<file path="config.mk">
export PLATFORM = sky130hd
export DESIGN_NAME = vec16_index_encoder
export DESIGN_NICKNAME = d
export VERILOG_FILES = /design/src/rtl/vec_enc_pkg.sv /design/src/rtl/lsb_priority_enc.sv /design/src/rtl/vec16_index_encoder.sv
export SDC_FILE = /design/constraint.sdc
export NUM_CORES = 1
export LEC_CHECK = 0
export BUFFER_PORTS_ARGS = -buffer_cell sky130_fd_sc_hd__buf_4
export CAP_MARGIN = 20
export CORE_UTILIZATION = 53
export DETAILED_ROUTE_END_ITERATION = 6
export GPL_ROUTABILITY_DRIVEN = 1
export PLACE_DENSITY_LB_ADDON = 0.1
export SLEW_MARGIN = 20
export SYNTH_ARGS = -nofsm -noshare
export SYNTH_HDL_FRONTEND = slang
export SYNTH_SLANG_ARGS = --single-unit
export TNS_END_PERCENT = 50
</file>
<file path="constraint.sdc">
create_clock -name clk -period 2.7 [get_ports clk]
set_clock_uncertainty 0.1 [all_clocks]
set_input_delay 0.54 -clock clk [delete_from_list [all_inputs] [get_ports clk]]
set_output_delay 0.54 -clock clk [all_outputs]
set_load 0.01 [all_outputs]
</file>
<file path="src/rtl/vec_enc_pkg.sv">
// Shared constants, FSM state type and popcount helper for the 16-to-4 index encoder.
// The optional out_cnt port is enabled by defining VEC_ENC_POPCOUNT_EN.
package vec_enc_pkg;

    localparam int WIDTH = 16;
    localparam int IDXW  = 4;
    localparam int CNTW  = 5;

    typedef enum logic {IDLE, EMIT} state_t;

    function automatic logic [CNTW-1:0] popcount(input logic [WIDTH-1:0] v);
        logic [CNTW-1:0] n;
        n = '0;
        for (int i = 0; i < WIDTH; i++) begin
            n = n + CNTW'(v[i]);
        end
        return n;
    endfunction

endpackage

</file>
<file path="src/rtl/lsb_priority_enc.sv">
// Combinational find-first-set: index of the lowest set bit of vec.
// An all-zero vector gives idx=0 and any=0.
module lsb_priority_enc
    import vec_enc_pkg::*;
(
    input  logic [WIDTH-1:0] vec,
    output logic [IDXW-1:0]  idx,
    output logic             any
);

    always_comb begin
        idx = '0;
        any = |vec;
        // Scan from the top so the lowest set bit is the last one written.
        for (int i = WIDTH - 1; i >= 0; i--) begin
            if (vec[i]) begin
                idx = i[IDXW-1:0];
            end
        end
    end

endmodule

</file>
<file path="src/rtl/vec16_index_encoder.sv">
// Sequential 16-to-4 index encoder: emits the index of every set bit of an accepted
// vector, lowest first, one per output handshake. VEC_ENC_POPCOUNT_EN adds out_cnt.
module vec16_index_encoder
    import vec_enc_pkg::*;
(
    input  logic             clk,
    input  logic             rst_n,
    input  logic             in_valid,
    output logic             in_ready,
    input  logic [WIDTH-1:0] in_vec,
    output logic             out_valid,
    input  logic             out_ready,
    output logic [IDXW-1:0]  out_idx,
    output logic             out_last,
`ifdef VEC_ENC_POPCOUNT_EN
    output logic             out_empty,
    output logic [CNTW-1:0]  out_cnt
`else
    output logic             out_empty
`endif
);

    state_t           r_state;
    logic [WIDTH-1:0] r_vec_q;
    logic [IDXW-1:0]  w_ffs_idx;
    logic             w_any;
    logic             w_single;
    logic [WIDTH-1:0] w_clear_mask;

    lsb_priority_enc u_ffs (
        .vec (r_vec_q),
        .idx (w_ffs_idx),
        .any (w_any)
    );

    // Also true for an all-zero vector, which is emitted as a single marker beat.
    assign w_single     = (r_vec_q & (r_vec_q - WIDTH'(1))) == '0;
    assign w_clear_mask = WIDTH'(1) << w_ffs_idx;

    always_ff @(posedge clk or negedge rst_n) begin
        if (!rst_n) begin
            r_state <= IDLE;
            r_vec_q <= '0;
        end else begin
            case (r_state)
                IDLE: begin
                    if (in_valid) begin
                        r_vec_q <= in_vec;
                        r_state <= EMIT;
                    end
                end
                EMIT: begin
                    if (out_ready) begin
                        r_vec_q <= r_vec_q & ~w_clear_mask;
                        if (w_single) begin
                            r_state <= IDLE;
                        end
                    end
                end
                default: r_state <= IDLE;
            endcase
        end
    end

`ifdef VEC_ENC_POPCOUNT_EN
    logic [CNTW-1:0] r_cnt;

    always_ff @(posedge clk or negedge rst_n) begin
        if (!rst_n) begin
            r_cnt <= '0;
        end else if (r_state == IDLE && in_valid) begin
            r_cnt <= popcount(in_vec);
        end
    end

    assign out_cnt = r_cnt;
`endif

    // Outputs decode registered state only; nothing passes combinationally from inputs.
    assign in_ready  = (r_state == IDLE);
    assign out_valid = (r_state == EMIT);
    assign out_idx   = (r_state == EMIT) ? w_ffs_idx : '0;
    assign out_last  = (r_state == EMIT) && w_single;
    assign out_empty = (r_state == EMIT) && !w_any;

endmodule

</file>
==> results of run 1 <==
## sequential cells by signal, summed over array words and instances (netlist names)
signal	cells
out_valid	1
r_vec_q	16
## layout make-up
| class | instances | area, sq um | share of cell area, % |
|---|---|---|---|
| Clock buffer | 3 | 22.5 | 1.50 |
| Clock inverter | 1 | 5.00 | 0.333 |
| Inverter | 5 | 18.8 | 1.25 |
| Multi-Input combinational cell | 110 | 737 | 49.0 |
| Sequential cell | 17 | 430 | 28.6 |
| Tap cell | 27 | 33.8 | 2.24 |
| Timing Repair Buffer | 34 | 258 | 17.1 |
## stage by stage
stage               setup TNS [ps]  hold slack (ps)
floorplan                        0              144
global placement                 0              316
detailed placement               0              317
CTS                              0              313
global route                 -93.2              304
finish                       -10.9              310
## logic make-up after synthesis
kind of cell	count (synthesis)	share of synthesized area, %
flops	17	35.4
buf+inv	14	5.31
simple gates	52	22.7
mux	9	7.49
compound gates	49	29.1
## Yosys cell counts, drive strengths merged
master / instances
a22o: 2
a2111oi: 1
a41oi: 3
and4bb: 1
nor3b: 1
o21bai: 1
nor2: 16
a211oi: 3
o311ai: 1
nand3: 2
a31oi: 7
nor4: 3
o21ai: 7
nor3: 5
inv: 5
or2: 2
o31ai: 6
and4: 1
a21oi: 7
a22oi: 1
or3: 2
a221oi: 1
nor2b: 2
nand2b: 3
nand2: 13
and2: 1
a311oi: 2
a221o: 1
a21bo: 1
buf: 7
mux2i: 9
clkbuf: 2
dfrtp: 17
a31o: 1
o211ai: 2
a211o: 1
a21o: 1
## power groups by stage
stage	clock [mW]	sequential [mW]	combinational, mW
6_report	0.146	0.566	1.05
3_5_place_dp	0	0.541	0.977
5_1_grt	0.155	0.580	1.14
3_3_place_gp	0	0.539	0.966
4_1_cts	0.144	0.544	0.992
2_1_floorplan	0	0.432	0.761
## how the worst min path moves through the flow
stage | from | end | slack, ps | cells past startpoint
6_report | out_ready | out_valid$_DFF_PN0_ | 310 | 2
5_1_grt | out_ready | out_valid$_DFF_PN0_ | 300 | 2
4_1_cts | out_ready | out_valid$_DFF_PN0_ | 310 | 2
3_5_place_dp | rst_n | r_vec_q[5]$_DFFE_PN0P_ | 320 | 1
3_3_place_gp | rst_n | r_vec_q[3]$_DFFE_PN0P_ | 320 | 1
2_1_floorplan | rst_n | out_valid$_DFF_PN0_ | 140 | 0
## layer usage
metal  routed length, um  up-vias  share of wire [%]  global-route usage (%)
met1                1460      587                 44                    39.6
met3                 277       10                8.4                    4.63
met2                1490       77                 45                    42.8
li1                    -      596                  -                       -
met4                  86        0                2.6                    12.9
met5                   0        -                  0                       0
## repair_timing
action,CTS,global route
pin swaps,0,3
gates resized for setup,2,8
setup endpoints to repair,1,4
hold endpoints to repair,17,0
setup buffers,0,3
hold buffers,1,0
gates cloned,0,0
==> flow_summary.toml, run 1 <==
[drt]
routedWlPerCell_um = 16.8
dr.pass1.iters = 5
drt_iter0_drc = 78
ant_nets = 0
wl_um = 3310
vias = 1270
drc = 0
via_per_inst = 6.45

[synth]
seq_area_frac_synth_pct = 35.4
yosys.area.top_type = "dfrtp_1"
synth-seq-cells = 17
syn-instance-count = 141
ys_warn_count = 0
synthDistinctLibCells = 38
synth_top_area_share_pct = 35.4
synth_fp_nets = 161
netlist_area_sq_mm = 0.00120
syn_area_per_cell_sq_um = 8.53
synth_area_leaders = "dfrtp_1, mux2i_1, nor2_1"

[cells_and_area]
final_area_sq_mm = 0.00151
stdcell_count = 197
nNetsFinal = 191
final_cell_mix = "buf_4, nor2_1, nand2_1, dfrtp_1, mux2i_1"
num-fill-cells = 165
syn2layout_area_growth_pct = 25.2
diodes = 0
drive_above_1_share_pct = 30.0
final_common_cell = "buf_4"
post-route-util_pct = 73.7

[timing]
max_freq_ghz = 0.369
timing.final.hold_violations = 0
max_slew_margin_pct = 67.4
worstMarginPinSlew_ps = 485
period_minus_slack_ps = 2710
fin_crit_sh_pct = 100
finalSetupViolations = 1
rsz0062_at_grt = "yes"
drv_slew = 0
setup_slack_ps = -10.9

[power_and_ir_drop]
power_density_mw_per_mm2 = 1170
p_seq_share_pct = 32.2
power_mw = 1.76
vdd_drop_max_uv = 733
p_leak_nw = 0.649
switching_share_pct = 48.3
p_sw_mw = 0.850
clkPwrFrac_pct = 8.3
intPower_mw = 0.910
combPwrFrac_pct = 59.6

[place]
place.port_buffers = 27
gp_congestion = 0.970
post_dp_cell_area_sq_mm = 0.00142
pre_cts_ws_ps = 262
place_inst = 189
dp.final_hpwl_um = 2400

[min_path]
min_path_type = "in -> reg"

[clocking]
cts-root-buf = "clkbuf_4"
h-tree-depth = 1
numCtsBuffers = 3
cts_tree = "yes"
cts.clk_slew.worst_paths_ps = 110
insertion_delay_ps = 300
clkSinkCount = 17
clockBufferDepth = 2

[worst_setup_path]
rr_endpoint = "r_vec_q[11]$_DFFE_PN0P_"
crit_path_end_kind = "output pin"
crit_type = "reg -> out"
critical_path.slowest_cell = "dfrtp_2"
crit_chain = "or2_4, a211o_1, a311oi_1, and4_1, buf_4"
required_ps = 2060
critical_path_depth = 5
reg2regPathDepth = 5
critical_path.max_fanout = 7
cp-start-kind = "flip-flop"
critPathTopFamily = "simple AND/OR/NAND/NOR gates"
r2r_slack_ps = 650
crit_path_max_incr_delay_ps = 470
cp-startpoint = "r_vec_q[1]$_DFFE_PN0P_"
critical_path_arrival_ps = 2070
r2r_start = "out_valid$_DFF_PN0_"
setup.worst_path.end = "out_last"
critical_path_buf_inv_count = 1

[floorplan]
rows = 16
die_y_um = 49.6
die-area_sq_mm = 0.00246
initial_utilization_pct = 58.9
dieWidth_um = 49.6
io_pins = 28
fp.coreArea_sq_mm = 0.00204

[grt]
grt_pass1_vias = 1105
grt_pass1_wl_um = 5250
grt-ovfl-total = 0
antenna_found_initial = 0
grt_max_degree = 19
track_usage_pct = 28.4

[flow_run]
drv_cap = 0

[run_status]
outcome = "complete, but fails checks"
violations = "negative setup slack"
Note: power is estimated with default switching activity, not from simulation.
==> run 2: changes to the inputs <==
REMOVE_ABC_BUFFERS = 1   (was default)
==> run 2 against run 1 <==
  * The flow still finishes with violations (negative setup slack)
  * Flip-flop and latch count unchanged
  * Clock-buffer cell count increased by 1
  * Global-route usage increased by 0.43 points
  * Critical path type unchanged
  * Largest cell class unchanged
==> flow_summary.toml, run 2 (synthesis results as in run 1) <==
[run_status]
outcome = "complete, but fails checks"
violations = "negative setup slack"

[drt]
via_per_inst = 6.55
routedWlPerCell_um = 17.5
wl_um = 3530
dr.pass1.iters = 6
vias = 1323
drt_iter0_drc = 105
ant_nets = 0
drc = 0

[power_and_ir_drop]
p_leak_nw = 0.676
power_mw = 1.82
power_density_mw_per_mm2 = 1170
vdd_drop_max_uv = 788

[floorplan]
dieWidth_um = 49.6
io_pins = 28
die_y_um = 49.6
die-area_sq_mm = 0.00246
rows = 16
initial_utilization_pct = 58.9
fp.coreArea_sq_mm = 0.00204

[worst_setup_path]
critical_path.slowest_cell = "dfrtp_2"
critPathTopFamily = "simple AND/OR/NAND/NOR gates"
crit_chain = "buf_4, nor4_4, buf_4, and2_1, nand2_1, a31oi_1, buf_4"
r2r_slack_ps = 610
crit_path_max_incr_delay_ps = 450
reg2regPathDepth = 5
critical_path.max_fanout = 5
crit_path_end_kind = "output pin"
worst_path_most_repeated_cell = "buf_4"
crit_type = "reg -> out"
r2r_start = "out_valid$_DFF_PN0_"
cp-start-kind = "flip-flop"
required_ps = 2060
critical_path_buf_inv_count = 3
critical_path_arrival_ps = 2070
cp-startpoint = "r_vec_q[1]$_DFFE_PN0P_"
rr_endpoint = "r_vec_q[11]$_DFFE_PN0P_"

[timing]
drv_slew = 0
max_slew_margin_pct = 66.8
timing.final.hold_violations = 0
fin_crit_sh_pct = 100
tns_ps = -8.25
period_minus_slack_ps = 2710
setup_slack_ps = -8.25
max_freq_ghz = 0.369
hold_ws_ps = 316
worstMarginPinSlew_ps = 494
finalSetupViolations = 1

[clocking]
cts.clk_slew.worst_paths_ps = 110
clkSinkCount = 17
numCtsBuffers = 3
cts_tree = "yes"
h-tree-depth = 1
clockBufferDepth = 2
insertion_delay_ps = 310
cts-root-buf = "clkbuf_4"

[cells_and_area]
nNetsFinal = 196
syn2layout_area_growth_pct = 30.0
post-route-util_pct = 76.5
largest_register_ffs = 16
final_cell_mix = "buf_4, nor2_1, nand2_1, dfrtp_1, mux2i_1"
final_area_sq_mm = 0.00156
diodes = 0
drive_above_1_share_pct = 32.6
final_common_cell = "buf_4"
top_register = "r_vec_q"

[grt]
top_usage_layer = "met1"
gr-usage-met2_pct = 41.4
met1_usage_pct = 42.2
track_usage_pct = 28.8
grt_max_degree = 18
met3_usage_pct = 6.17
grt-ovfl-total = 0
grt_pass1_wl_um = 5330
grt_pass1_vias = 1060
antenna_found_initial = 0

[min_path]
worstHoldStart = "in_vec[7]"
min_path_type = "in -> reg"
hold_end = "r_vec_q[7]$_DFFE_PN0P_"
holdPathStages = 3

[place]
gp_congestion = 0.899
place.port_buffers = 27
dp.final_hpwl_um = 2360
post_dp_cell_area_sq_mm = 0.00141

[flow_run]
drv_cap = 0
==> run 2: cell type report <==
cell class	instances	area [sq um]
repair buffers	39	295
well taps	27	33.8
flip-flops and latches	17	430
fillers	157	479
inverters	5	18.8
multi-input cells	110	758
clock buffers	4	26.3
==> run 2: worst min-delay path: cells and delay by family <==
kind	cells	cell delay [ps]
AND/OR/NAND/NOR	2	90
buffers and inverters	1	70
==> run 2: per-layer routing <==
layer	share of wire, %	wire length, um
met4	1.9	67
met1	40	1400
met2	46	1640
met5	0	0
met3	12	432
==> run 2: worst max path at each step <==
stage                  to  cells past startpoint
2_1_floorplan    out_last                      4
3_3_place_gp     out_last                      5
3_5_place_dp     out_last                      5
4_1_cts          out_last                      5
5_1_grt          out_last                      6
6_report       out_idx[3]                      7
==> run 2: power breakdown <==
group / internal [mW] / total (mW) / switching (mW)
Combinational: 0.530 / 1.11 / 0.585
Clock: 0.0577 / 0.145 / 0.0870
Sequential: 0.352 / 0.564 / 0.212
Total: 0.939 / 1.82 / 0.884
==> run 2: what timing repair did <==
| item | 4_1_cts | 5_1_grt |
|---|---|---|
| hold endpoints to repair | 8 | 0 |
| pin swaps | 1 | 4 |
| gates resized for setup | 6 | 7 |
| buffers inserted | 0 | 9 |
| endpoints found under the setup margin | 1 | 3 |
| hold buffers | 1 | 0 |
==> run 2: through the flow <==
step / std cells / worst slack [ps]
after global placement: 188 / 337
after global routing: 202 / -27.9
after floorplan: 132 / 565
after detailed placement: 188 / 268
after CTS: 193 / 2.96
final: 202 / -8.25
==> run 3: changes to the inputs <==
SETUP_SLACK_MARGIN = 0.1   (was default)
==> run 3 against run 2 <==
  * The run now ends clean
  * Utilization down 0.43 points
  * Wire length down 7.1%
  * Global-route usage up 0.13 points
  * Power down 2.3%
  * Non-clock buffer count down 3
  * Sequential power about the same
  * Clock-buffer cell count unchanged
  * Via count down 1.1%
  * Flip-flop and latch count unchanged
  * Critical endpoint is now out_last
  * Largest power group unchanged
==> flow_summary.toml, run 3 (synthesis results as in run 1) <==
[timing]
setup_slack_ps = 34.9
max_freq_ghz = 0.375
finalSetupViolations = 0
worstMarginPinSlew_ps = 517
hold_ws_ps = 314
period_minus_slack_ps = 2670
tns_ps = 0
fin_crit_sh_pct = 98.7
drv_slew = 0
max_slew_margin_pct = 65.3
timing.final.hold_violations = 0
rsz0062_at_grt = "yes"

[clocking]
numCtsBuffers = 3
insertion_delay_ps = 300
cts.clk_slew.worst_paths_ps = 100
h-tree-depth = 1
clockBufferDepth = 2
cts_tree = "yes"
clkSinkCount = 17
cts-root-buf = "clkbuf_4"

[floorplan]
die_y_um = 49.6
dieWidth_um = 49.6
rows = 16
fp.coreArea_sq_mm = 0.00204
initial_utilization_pct = 58.9
die-area_sq_mm = 0.00246
io_pins = 28

[drt]
wl_um = 3280
routedWlPerCell_um = 16.5
via_per_inst = 6.58
drc = 0
ant_nets = 0
dr.pass1.iters = 4
drt_iter0_drc = 71
vias = 1309

[grt]
grt_pass1_vias = 1102
grt-ovfl-total = 0
grt_max_degree = 18
track_usage_pct = 29.0
grt_pass1_wl_um = 5350
antenna_found_initial = 0

[min_path]
min_path_type = "in -> reg"
holdPathStages = 2
hold_end = "out_valid$_DFF_PN0_"
worstHoldStart = "out_ready"

[cells_and_area]
nNetsFinal = 193
syn2layout_area_growth_pct = 29.2
largest_register_ffs = 16
final_cell_mix = "buf_4, nor2_1, dfrtp_1, nand2_1, mux2i_1"
seq_area_sq_um = 430
post-route-util_pct = 76.1
num-fill-cells = 157
final_common_cell = "buf_4"
drive_above_1_share_pct = 32.6
diodes = 0
multi_input_area_sq_um = 768
top_register = "r_vec_q"

[run_status]
outcome = "finished clean"

[worst_setup_path]
rr_endpoint = "r_vec_q[11]$_DFFE_PN0P_"
crit_path_max_incr_delay_ps = 500
r2r_slack_ps = 610
critical_path.slowest_cell = "dfrtp_2"
critical_path_arrival_ps = 2030
crit_chain = "nor4_4, a41oi_1, a311oi_1, and4_1, buf_4"
required_ps = 2060
crit_path_end_kind = "output pin"
crit_type = "reg -> out"
critical_path.max_fanout = 10
r2r_start = "out_valid$_DFF_PN0_"
reg2regPathDepth = 5
cp-start-kind = "flip-flop"

[power_and_ir_drop]
p_leak_nw = 0.664
vdd_drop_max_uv = 872
intPower_mw = 0.932
p_seq_share_pct = 31.5
switching_share_pct = 47.7
power_mw = 1.78
combPwrFrac_pct = 60.6
clkPwrFrac_pct = 7.9
p_sw_mw = 0.849
power_density_mw_per_mm2 = 1150

[flow_run]
drv_cap = 0

[place]
dp.final_hpwl_um = 2360
pre_cts_ws_ps = 268
gp_congestion = 0.899
place.port_buffers = 27
## run 3: repair_timing
item,CTS,global route
gates resized for setup,7,10
pin swaps,3,3
hold endpoints to repair,8,0
endpoints found under the setup margin,3,5
gates cloned,0,0
hold buffers,1,0
buffers inserted,6,0
## run 3: power groups by stage
stage,Sequential (mW),Clock [mW],Combinational (mW)
after floorplan,0.492,0,0.667
after global placement,0.533,0,0.937
after detailed placement,0.538,0,0.942
after CTS,0.548,0.140,1.01
after global routing,0.582,0.158,1.18
final,0.562,0.141,1.08
## run 3: worst max path at each step
| stage | depth (start not counted) | slack [ps] | start | end |
|---|---|---|---|---|
| after global placement | 5 | 340 | r_vec_q[0]$_DFFE_PN0P_ | out_last |
| after detailed placement | 5 | 270 | r_vec_q[3]$_DFFE_PN0P_ | out_last |
| final | 5 | 30 | r_vec_q[4]$_DFFE_PN0P_ | out_last |
| after CTS | 7 | 60 | r_vec_q[0]$_DFFE_PN0P_ | out_idx[3] |
| after floorplan | 4 | 560 | r_vec_q[0]$_DFFE_PN0P_ | out_last |
| after global routing | 5 | -100 | r_vec_q[8]$_DFFE_PN0P_ | out_last |
## run 3: through the flow
step / cell area, sq um / instances
after floorplan: 1160 / 132
after global placement: 1410 / 188
after detailed placement: 1410 / 188
after CTS: 1520 / 199
after global routing: 1550 / 199
final: 1550 / 199
## run 3: final cells by class
type                    count  area share (%)
clock buffers               4            1.69
well taps                  27            2.17
multi-input cells         110            49.4
inverters                   5            1.21
flip-flops and latches     17            27.7
repair buffers             36            17.8
## run 3: worst max-delay path: cells and delay by family (launching register included)
| kind | cells | cell delay, ps |
|---|---|---|
| compound gates | 2 | 380 |
| buf+inv | 1 | 140 |
| flops | 1 | 500 |
| simple gates | 2 | 700 |
## run 3: per-layer routing
layer	GRT usage, %	wire length [um]	vias up
met4	11.0	68	0
li1	-	-	600
met5	0	0	-
met3	6.48	331	9
met2	43.2	1500	77
met1	40.4	1380	623
